[src/rtl/pkt_loss_monitor_vrf_pkg.sv]
// Shared types and defaults for the receive-side PSN loss monitor.
// Also supplies default beat widths when the build does not define them.
`ifndef PKT_HEAD_WIDTH
`define PKT_HEAD_WIDTH 64
`endif
`ifndef PKT_DATA_WIDTH
`define PKT_DATA_WIDTH 64
`endif

package pkt_loss_monitor_vrf_pkg;

  localparam int PSN_LSB_DEF   = 0;
  localparam int PSN_WIDTH_DEF = 24;
  localparam int CNT_WIDTH_DEF = 32;

  typedef enum logic [1:0] {
    ST_SYNC   = 2'd0,
    ST_IDLE   = 2'd1,
    ST_IN_PKT = 2'd2
  } mon_state_e;

  // Result of comparing a received PSN against the expected PSN.
  typedef enum logic [1:0] {
    PSN_INORDER = 2'd0,
    PSN_GAP     = 2'd1,
    PSN_DUP     = 2'd2
  } psn_class_e;

endpackage

[src/rtl/pkt_loss_monitor_vrf_psn_checker.sv]
// PSN classification (in order / gap / duplicate) and the saturating
// statistics counters plus the expected-PSN register.
module pkt_loss_psn_checker
  import pkt_loss_monitor_vrf_pkg::*;
#(
  parameter int PSN_WIDTH = PSN_WIDTH_DEF,
  parameter int CNT_WIDTH = CNT_WIDTH_DEF
) (
  input  logic                 clk,
  input  logic                 rst,
  input  logic                 clear_i,
  input  logic                 check_i,
  input  logic                 sync_i,
  input  logic [PSN_WIDTH-1:0] psn_i,
  output logic                 dup_o,
  output logic [PSN_WIDTH-1:0] expected_psn_o,
  output logic [CNT_WIDTH-1:0] pkt_cnt_o,
  output logic [CNT_WIDTH-1:0] loss_cnt_o,
  output logic [CNT_WIDTH-1:0] dup_cnt_o,
  output logic                 loss_pulse_o
);

  localparam int SUM_W = ((CNT_WIDTH > PSN_WIDTH) ? CNT_WIDTH : PSN_WIDTH) + 1;
  localparam logic [PSN_WIDTH-1:0] PSN_ONE = PSN_WIDTH'(1);

  logic [PSN_WIDTH-1:0] exp_q, exp_d, diff;
  logic [CNT_WIDTH-1:0] pkt_q, pkt_d, loss_q, loss_d, dup_q, dup_d;
  logic                 pulse_q, pulse_d;
  psn_class_e           cls;

  function automatic logic [CNT_WIDTH-1:0] sat_add(input logic [CNT_WIDTH-1:0] cnt,
                                                    input logic [PSN_WIDTH-1:0] inc);
    logic [SUM_W-1:0] sum;
    sum = SUM_W'(cnt) + SUM_W'(inc);
    if (sum > SUM_W'({CNT_WIDTH{1'b1}})) return '1;
    return sum[CNT_WIDTH-1:0];
  endfunction

  // Forward distances below half the PSN space are gaps; the rest are
  // treated as retransmissions of already-seen packets.
  function automatic psn_class_e classify(input logic [PSN_WIDTH-1:0] d);
    if (d == '0) return PSN_INORDER;
    if (!d[PSN_WIDTH-1]) return PSN_GAP;
    return PSN_DUP;
  endfunction

  always_comb begin
    diff    = psn_i - exp_q;
    cls     = classify(diff);
    dup_o   = check_i && !sync_i && (cls == PSN_DUP);
    exp_d   = clear_i ? '0 : exp_q;
    pkt_d   = clear_i ? '0 : pkt_q;
    loss_d  = clear_i ? '0 : loss_q;
    dup_d   = clear_i ? '0 : dup_q;
    pulse_d = 1'b0;
    if (check_i) begin
      if (sync_i) begin
        pkt_d = sat_add(pkt_d, PSN_ONE);
        exp_d = psn_i + PSN_ONE;
      end else begin
        case (cls)
          PSN_INORDER: begin
            pkt_d = sat_add(pkt_d, PSN_ONE);
            exp_d = psn_i + PSN_ONE;
          end
          PSN_GAP: begin
            loss_d  = sat_add(loss_d, diff);
            pkt_d   = sat_add(pkt_d, PSN_ONE);
            exp_d   = psn_i + PSN_ONE;
            pulse_d = 1'b1;
          end
          default: dup_d = sat_add(dup_d, PSN_ONE);
        endcase
      end
    end
  end

  always_ff @(posedge clk or posedge rst) begin
    if (rst) begin
      exp_q   <= '0;
      pkt_q   <= '0;
      loss_q  <= '0;
      dup_q   <= '0;
      pulse_q <= 1'b0;
    end else begin
      exp_q   <= exp_d;
      pkt_q   <= pkt_d;
      loss_q  <= loss_d;
      dup_q   <= dup_d;
      pulse_q <= pulse_d;
    end
  end

  assign expected_psn_o = exp_q;
  assign pkt_cnt_o      = pkt_q;
  assign loss_cnt_o     = loss_q;
  assign dup_cnt_o      = dup_q;
  assign loss_pulse_o   = pulse_q;

endmodule

[src/rtl/pkt_loss_monitor_vrf.sv]
// Far-end receive monitor: one-stage pass-through, framing FSM and PSN loss stats.
// Optional LOSS_MON_DROP_DUP_EN: packets classified as duplicates are swallowed.
`ifndef PKT_HEAD_WIDTH
`define PKT_HEAD_WIDTH 64
`endif
`ifndef PKT_DATA_WIDTH
`define PKT_DATA_WIDTH 64
`endif

module pkt_loss_monitor_vrf
  import pkt_loss_monitor_vrf_pkg::*;
#(
  parameter int PSN_LSB   = PSN_LSB_DEF,
  parameter int PSN_WIDTH = PSN_WIDTH_DEF,
  parameter int CNT_WIDTH = CNT_WIDTH_DEF
) (
  input  logic                       clk,
  input  logic                       rst,
  input  logic                       i_recv_valid,
  input  logic [`PKT_HEAD_WIDTH-1:0] iv_recv_head,
  input  logic [`PKT_DATA_WIDTH-1:0] iv_recv_data,
  input  logic                       i_recv_start,
  input  logic                       i_recv_last,
  output logic                       o_recv_ready,
  output logic                       o_send_valid,
  output logic [`PKT_HEAD_WIDTH-1:0] ov_send_head,
  output logic [`PKT_DATA_WIDTH-1:0] ov_send_data,
  output logic                       o_send_start,
  output logic                       o_send_last,
  input  logic                       i_send_ready,
  input  logic                       i_clear,
  output logic [PSN_WIDTH-1:0]       ov_expected_psn,
  output logic [CNT_WIDTH-1:0]       ov_pkt_cnt,
  output logic [CNT_WIDTH-1:0]       ov_loss_cnt,
  output logic [CNT_WIDTH-1:0]       ov_dup_cnt,
  output logic                       o_loss_pulse,
  output logic                       o_proto_err
);

  localparam int HW = `PKT_HEAD_WIDTH;
  localparam int DW = `PKT_DATA_WIDTH;

  mon_state_e    state_q, state_d;
  logic          proto_err_q, proto_err_d;
  logic          send_valid_q, send_start_q, send_last_q;
  logic [HW-1:0] send_head_q;
  logic [DW-1:0] send_data_q;
  logic          accept, check, sync, is_dup, drop_beat;

  assign accept = i_recv_valid && o_recv_ready;
  assign check  = accept && i_recv_start;
  assign sync   = (state_q == ST_SYNC) || i_clear;

`ifdef LOSS_MON_DROP_DUP_EN
  logic drop_q, drop_d;

  // Continuation beats of a swallowed packet never touch the output register,
  // so they can be taken even while the downstream is stalled.
  assign o_recv_ready = !send_valid_q || i_send_ready ||
                        (drop_q && !i_recv_start && !i_clear);

  always_comb begin
    drop_d    = i_clear ? 1'b0 : drop_q;
    drop_beat = 1'b0;
    if (accept) begin
      if (i_recv_start) begin
        drop_beat = is_dup;
        drop_d    = is_dup && !i_recv_last;
      end else if (!i_clear) begin
        drop_beat = drop_q;
        if (i_recv_last) drop_d = 1'b0;
      end
    end
  end

  always_ff @(posedge clk or posedge rst) begin
    if (rst) drop_q <= 1'b0;
    else     drop_q <= drop_d;
  end
`else
  logic unused_dup;
  assign unused_dup   = is_dup;
  assign drop_beat    = 1'b0;
  assign o_recv_ready = !send_valid_q || i_send_ready;
`endif

  // Pass-through register stage.
  always_ff @(posedge clk or posedge rst) begin
    if (rst) begin
      send_valid_q <= 1'b0;
      send_start_q <= 1'b0;
      send_last_q  <= 1'b0;
      send_head_q  <= '0;
      send_data_q  <= '0;
    end else if (accept && !drop_beat) begin
      send_valid_q <= 1'b1;
      send_start_q <= i_recv_start;
      send_last_q  <= i_recv_last;
      send_head_q  <= iv_recv_head;
      send_data_q  <= iv_recv_data;
    end else if (i_send_ready) begin
      send_valid_q <= 1'b0;
    end
  end

  // Framing FSM: a clear forces SYNC but a coincident start beat still opens a packet.
  always_comb begin
    state_d     = i_clear ? ST_SYNC : state_q;
    proto_err_d = i_clear ? 1'b0 : proto_err_q;
    if (accept) begin
      if (i_recv_start) begin
        state_d = i_recv_last ? ST_IDLE : ST_IN_PKT;
        if ((state_q == ST_IN_PKT) && !i_clear) proto_err_d = 1'b1;
      end else if (state_d == ST_IN_PKT) begin
        if (i_recv_last) state_d = ST_IDLE;
      end else if (!i_clear) begin
        proto_err_d = 1'b1;
      end
    end
  end

  always_ff @(posedge clk or posedge rst) begin
    if (rst) begin
      state_q     <= ST_SYNC;
      proto_err_q <= 1'b0;
    end else begin
      state_q     <= state_d;
      proto_err_q <= proto_err_d;
    end
  end

  pkt_loss_psn_checker #(
    .PSN_WIDTH (PSN_WIDTH),
    .CNT_WIDTH (CNT_WIDTH)
  ) u_checker (
    .clk            (clk),
    .rst            (rst),
    .clear_i        (i_clear),
    .check_i        (check),
    .sync_i         (sync),
    .psn_i          (iv_recv_head[PSN_LSB +: PSN_WIDTH]),
    .dup_o          (is_dup),
    .expected_psn_o (ov_expected_psn),
    .pkt_cnt_o      (ov_pkt_cnt),
    .loss_cnt_o     (ov_loss_cnt),
    .dup_cnt_o      (ov_dup_cnt),
    .loss_pulse_o   (o_loss_pulse)
  );

  assign o_send_valid = send_valid_q;
  assign o_send_start = send_start_q;
  assign o_send_last  = send_last_q;
  assign ov_send_head = send_head_q;
  assign ov_send_data = send_data_q;
  assign o_proto_err  = proto_err_q;

endmodule

[config.mk]
export PLATFORM = sky130hd
export DESIGN_NAME = pkt_loss_monitor_vrf
export DESIGN_NICKNAME = d
export VERILOG_FILES = /design/src/rtl/pkt_loss_monitor_vrf_pkg.sv /design/src/rtl/pkt_loss_monitor_vrf_psn_checker.sv /design/src/rtl/pkt_loss_monitor_vrf.sv
export SDC_FILE = /design/constraint.sdc
export NUM_CORES = 1
export LEC_CHECK = 0
export CAP_MARGIN = 20
export CORE_UTILIZATION = 45
export CTS_CLUSTER_SIZE = 12
export DETAILED_ROUTE_END_ITERATION = 7
export GPL_TIMING_DRIVEN = 0
export HOLD_SLACK_MARGIN = 0.02
export PLACE_DENSITY = 0.84
export SYNTH_ARGS = -nofsm -noshare
export SYNTH_HDL_FRONTEND = slang
export SYNTH_SLANG_ARGS = --single-unit
[constraint.sdc]
create_clock -name clk -period 7.6 [get_ports clk]
set_clock_uncertainty 0.15 [all_clocks]
set_input_delay 0.76 -clock clk [delete_from_list [all_inputs] [get_ports clk]]
set_output_delay 0.76 -clock clk [all_outputs]
set_load 0.02 [all_outputs]
Word-level counts from Yosys, hierarchy flattened
Cells that the tools add are included. Widths: inputs -> output; s select.

Output and inout port bits: 254. Register bits: 255. Input bits: 135. Word-level logic and storage cells: 100.

Reduce and logical (&&, ||, !) cells: 12. Muxes and demuxes: 65. Magnitude comparators: 3. Add/sub/neg operators: 5. Equality and inequality tests: 3.

Operator list (number): $mux 32 (19); $gt 33x32->1 const B (3); $mux 24 (4); $add 32x1->33 const B (2); $pmux 32 s2 (1); $add 32x24->33 (1); $mux 1 (31); $add 24x1->24 const B (1); $logic_not 24->1 (1); $sub 24x24->24 (1); $mux 2 (10); $eq 2x2->1 const B (2); $logic_not 2->1 (2); $logic_and 1x1->1 (3); $eq 2x1->1 const B (1); $logic_not 1->1 (2); $logic_or 1x1->1 (2); $reduce_bool 2->1 (1); $reduce_or 2->1 (1).

Longest topological paths before layout
Word-level depth: 15. Depth in mapped cells: 22. Mapped depth without buffers: 20.

Cells and area by module
From an unflattened synthesis, not the netlist that was laid out.

Cell total of the unflattened synthesis: 1563. Area total of the unflattened synthesis: 15381.0 um^2.

Modules (own cells, without submodules): pkt_loss_psn_checker (times used 1, area each 9898.2 um^2, cells an instance 1264); pkt_loss_monitor_vrf (times used 1, area each 5482.8 um^2, cells an instance 299).

Worst setup path before layout
No wires, ideal clock.

Path type: input -> register. From: in iv_recv_head[0]. To: reg u_checker.loss_q[25] (netlist: u_checker.loss_cnt_o[25]). Slack: 2.682 ns. Library setup time: 0.100 ns. Buffers on the path: 0. Arrival: 4.668 ns. Stages: 17. Cells stage by stage: inv_1 ha_1 fa_1 nand2b_1 a211oi_2 a211oi_4 a211oi_1 or3_1 a21oi_1 xnor2_1 ha_1 nand3_1 nor4_1 a221oi_1 a211oi_1 nor3_1 a311oi_1.

Cells in the longest elaborated chain, start to end: 11. Elaborated cells between the ends (all ways): 19.

RTL lines: start: declaration (RTL line pkt_loss_monitor_vrf.sv:20) `` input logic [`PKT_HEAD_WIDTH-1:0] iv_recv_head, ``; $sub 24x24->24 (*) (RTL line pkt_loss_monitor_vrf_psn_checker.sv:48) `diff = psn_i - exp_q;`; $add 32x24->33 (RTL line pkt_loss_monitor_vrf_psn_checker.sv:34) `sum = SUM_W'(cnt) + SUM_W'(inc);`; $gt 33x32->1 (RTL line pkt_loss_monitor_vrf_psn_checker.sv:35) `if (sum > SUM_W'({CNT_WIDTH{1'b1}})) return '1;`; $mux 1 (RTL line pkt_loss_monitor_vrf_psn_checker.sv:35); $mux 1 (RTL line pkt_loss_monitor_vrf_psn_checker.sv:61) `case (cls)`; $mux 1 (RTL line pkt_loss_monitor_vrf_psn_checker.sv:57) `if (sync_i) begin`; $mux 1 (RTL line pkt_loss_monitor_vrf_psn_checker.sv:56) `if (check_i) begin`; $mux 32 (RTL line pkt_loss_monitor_vrf_psn_checker.sv:36) `return sum[CNT_WIDTH-1:0];`; $mux 32 (*) (RTL line pkt_loss_monitor_vrf_psn_checker.sv:61); $mux 32 (*) (RTL line pkt_loss_monitor_vrf_psn_checker.sv:57); $mux 32 (*) (RTL line pkt_loss_monitor_vrf_psn_checker.sv:56); via u_checker.loss_d[25] (RTL line pkt_loss_monitor_vrf_psn_checker.sv:27) `logic [CNT_WIDTH-1:0] pkt_q, pkt_d, loss_q, loss_d, dup_q, dup_d;`; end signal: assignment (RTL line pkt_loss_monitor_vrf_psn_checker.sv:88) `loss_q <= loss_d;`; end: declaration (RTL line pkt_loss_monitor_vrf_psn_checker.sv:27).

Mark *: on every way through the listed nets, which the timed path passes. The rest lies on a longest branch. The select of a mux whose other input is x is not followed. A chain may end at the register's enable or synchronous reset.

Worst setup path after layout
From: in i_clear. To: reg u_checker.loss_q[8] (netlist: u_checker.loss_cnt_o[8]).

Cells in the longest elaborated chain, start to end: 11. Elaborated cells between the ends (all ways): 12.

RTL lines: start: declaration (RTL line pkt_loss_monitor_vrf.sv:31) `input logic i_clear,`; $mux 32 (RTL line pkt_loss_monitor_vrf_psn_checker.sv:53) `loss_d = clear_i ? '0 : loss_q;`; $add 32x24->33 (RTL line pkt_loss_monitor_vrf_psn_checker.sv:34); $gt 33x32->1 (RTL line pkt_loss_monitor_vrf_psn_checker.sv:35); $mux 1 (RTL line pkt_loss_monitor_vrf_psn_checker.sv:35); $mux 1 (RTL line pkt_loss_monitor_vrf_psn_checker.sv:61); $mux 1 (RTL line pkt_loss_monitor_vrf_psn_checker.sv:57); $mux 1 (RTL line pkt_loss_monitor_vrf_psn_checker.sv:56); $mux 32 (RTL line pkt_loss_monitor_vrf_psn_checker.sv:36); $mux 32 (RTL line pkt_loss_monitor_vrf_psn_checker.sv:61); $mux 32 (RTL line pkt_loss_monitor_vrf_psn_checker.sv:57); $mux 32 (*) (RTL line pkt_loss_monitor_vrf_psn_checker.sv:56); via u_checker.loss_d[8] (RTL line pkt_loss_monitor_vrf_psn_checker.sv:27).

Marks and branches as above.

==> impl_metrics.json <==
{
  "ant_nets": 0,
  "cp_max_fo": 10,
  "grtUsageTotal": 0.322,
  "synth-edff-count": 0,
  "grt_first_pass_wirelength_um": 86000,
  "tightest_slew_ns": 1.15,
  "grt.overflow.total": 0,
  "synthToLayoutAreaGrowth_pct": 36.8,
  "grt_pass1_vias": 15400,
  "status": "complete, no violations",
  "synth_seq_cells": 255,
  "place.gp.congestion": 0.964,
  "cts_root_buf": "clkbuf_16",
  "layout-drive-gt1-share": 0.0399,
  "finalSetupTns_ns": 0,
  "antenna_found_initial": 4,
  "hold_class": "flop to flop",
  "syn_avg_cell_area_um2": 8.26,
  "initial_core_util": 0.462,
  "r2r_cells": 18,
  "slowest_stage": "a221oi_1",
  "grt_max_degree": 44,
  "power_density_nw_per_um2": 196,
  "num_vias": 15800,
  "r2r-start": "u_checker.expected_psn_o[0]",
  "fmax_mhz": 145,
  "nNetsFinal": 2448,
  "finalMaxSlewViolations": 0,
  "cts_setup_buffers": 0,
  "final.period_utilization": 0.904,
  "path_buf_inv": 7,
  "cts_sinks": 255,
  "io_buffers": 388,
  "clockBufferDepth": 3,
  "async_flop_share": 1.00,
  "crit_top_cell": "clkbuf_1",
  "path_class": "input port to flop",
  "pre_cts_ws_ns": 0.437,
  "synth_warnings": 0,
  "netlist_instances": 1833,
  "die_x_um": 185,
  "leakagePower_nw": 8.98,
  "cp.depth": 17,
  "drt-pass1-iter-count": 5,
  "arrival_ns": 7.13,
  "hp-start": "ov_send_data[21]",
  "drt-initial-drc-count": 1191,
  "die_h_um": 185,
  "numCtsBuffers": 29,
  "max_cap_violations": 0,
  "yosys.cell_types.count": 79,
  "vdd_drop_max_v": 0.000205,
  "critPathLaunch": "i_clear",
  "die-area_um2": 34400,
  "clk_transition_reported_paths_ns": 0.06,
  "htreeDepth": 1,
  "synthesis.area_um2": 15100,
  "ys_seq_area_frac": 0.422,
  "cts_resized": 0,
  "ios": 389,
  "hold_path_depth": 2,
  "critPathCaptureType": "flop",
  "coreArea_um2": 32800,
  "setup_slack_ns": 0.726,
  "max_stage_delay_ns": 0.66,
  "syn_nets": 2022,
  "cpLargestDelayFamily": "buffers and inverters",
  "start_kind": "input port",
  "min_period_ns": 6.87,
  "finalSetupViolations": 0,
  "synthFlopType": "dfrtp_1",
  "wirelength_um": 55300,
  "rsz0062_at_grt": "no",
  "required_ns": 7.85,
  "wl_per_cell_um": 20.3,
  "slew_headroom": 0.211,
  "cts.hold.buffers_added": 0,
  "finalHoldViolCount": 0,
  "drc": 0,
  "crit_path_cell_trace": "clkdlybuf4s50_1 > clkbuf_1 > clkbuf_1 > clkbuf_1 > clkbuf_1 > nor2b_1 > ha_1 > inv_1 > fa_1 > nor2b_1 > o31a_1 > o221ai_1 > o21ai_0 > a221oi_1 > a211o_1 > clkbuf_1 > a31oi_1",
  "clock_latency_ns": 0.58,
  "rows": 66,
  "vias_per_cell": 5.80,
  "cts_tree": "done",
  "place_hpwl_um": 42400
}
## worst reg2reg max path, delay by kind of cell, from the launching register on
family / cells / cell delay [ns]
flops: 1 / 0.45
fa+ha+maj: 3 / 1.03
simple gates: 7 / 1.23
mux: 1 / 0.15
compound gates: 7 / 2.70
## metal layers
| layer | up-vias | part of all wire | global-route usage |
|---|---|---|---|
| li1 | 7239 | - | - |
| met1 | 7744 | 0.42 | 0.433 |
| met2 | 717 | 0.46 | 0.513 |
| met3 | 126 | 0.088 | 0.0684 |
| met4 | 0 | 0.033 | 0.109 |
| met5 | - | 0 | 0 |
## cell usage after synthesis, drive strengths merged, types with 8 or more instances
library cell	n	share of area
o21ai	95	0.032
and4	9	0.0054
nand4	31	0.013
o21bai	8	0.0040
a211oi	14	0.0081
inv	53	0.013
ha	52	0.043
o211ai	10	0.0050
nor3	36	0.012
clkbuf	61	0.015
nand2b	13	0.0054
or3	11	0.0045
dfrtp	255	0.42
a21o	18	0.0089
nor2b	57	0.024
nor2	89	0.022
nand2	483	0.12
and3	26	0.011
o21a	8	0.0040
nor4	20	0.010
a31oi	43	0.018
xor2	50	0.029
xnor2	42	0.024
nand3b	9	0.0045
nand3	84	0.028
mux2i	8	0.0053
buf	21	0.0077
a21oi	111	0.039
and2	18	0.0074
## sequential cells by signal, indices dropped and copies added, names as in the netlist
name	flops
ov_send_head	64
o_send_valid	1
u_checker.pkt_cnt_o	32
state_q	2
o_send_last	1
o_send_start	1
o_proto_err	1
ov_send_data	64
u_checker.loss_pulse_o	1
u_checker.dup_cnt_o	32
u_checker.expected_psn_o	24
u_checker.loss_cnt_o	32
## final timing paths
check	to	slack, ns
worst max-delay path	u_checker.loss_cnt_o[8]	0.73
max in group asynchronous	u_checker.expected_psn_o[20]	5.69
worst min register to register	ov_send_data[21]	0.32
worst max register to register	u_checker.loss_cnt_o[27]	1.77
min in group asynchronous	ov_send_data[12]	0.45
worst min-delay path	ov_send_data[21]	0.32
## final cells by class
| type | instances | area [um2] |
|---|---|---|
| Fill cell | 2823 | 12100 |
| Multi-Input combinational cell | 1442 | 8210 |
| Sequential cell | 255 | 6380 |
| Timing Repair Buffer | 395 | 4010 |
| Clock buffer | 44 | 872 |
| Tap cell | 442 | 553 |
| Buffer | 82 | 347 |
| Inverter | 54 | 206 |
| Clock inverter | 10 | 120 |
| Antenna cell | 3 | 7.51 |
## cells by family after synthesis
logic type	count (synthesis)	share of synthesized area
AND/OR/NAND/NOR	915	0.282
AO/OA/AOI/OAI	372	0.155
flip-flops	255	0.422
buffers and inverters	136	0.0363
XOR/XNOR	92	0.0532
adder cells (fa/ha/maj)	54	0.0456
multiplexers	9	0.00603
## where the power goes
part           switching (mW)  internal (mW)  leakage, nW
clock network           0.596          0.860        0.487
logic                   0.629          0.440         5.17
registers              0.0725           1.47         3.32
## through the flow
stage	hold slack [ns]	instances	cell area (um2)	total power, mW	utilization
6_report	0.321	2727	20700	4.06	0.631
5_1_grt	0.342	2726	20700	4.23	0.631
4_1_cts	0.325	2724	20700	4.08	0.631
3_5_place_dp	0.311	2670	19700	2.61	0.601
3_3_place_gp	0.308	2663	19600	2.58	0.597
2_1_floorplan	0.376	1833	15100	2.12	-
## layout by cell type, fill, tap and decap left out, types with 26 or more instances in the layout
cell type,count
xor2_1,50
a21oi_1,105
nor2b_1,56
nand4_1,31
nand2_1,483
a31oi_1,43
ha_1,52
o21ai_0,92
xnor2_1,42
and3_1,26
clkbuf_16,29
nor3_1,36
nand3_1,84
clkdlybuf4s50_1,388
inv_1,52
dfrtp_1,255
clkbuf_1,66
nor2_1,87
Power figures use the tool's default switching activity.
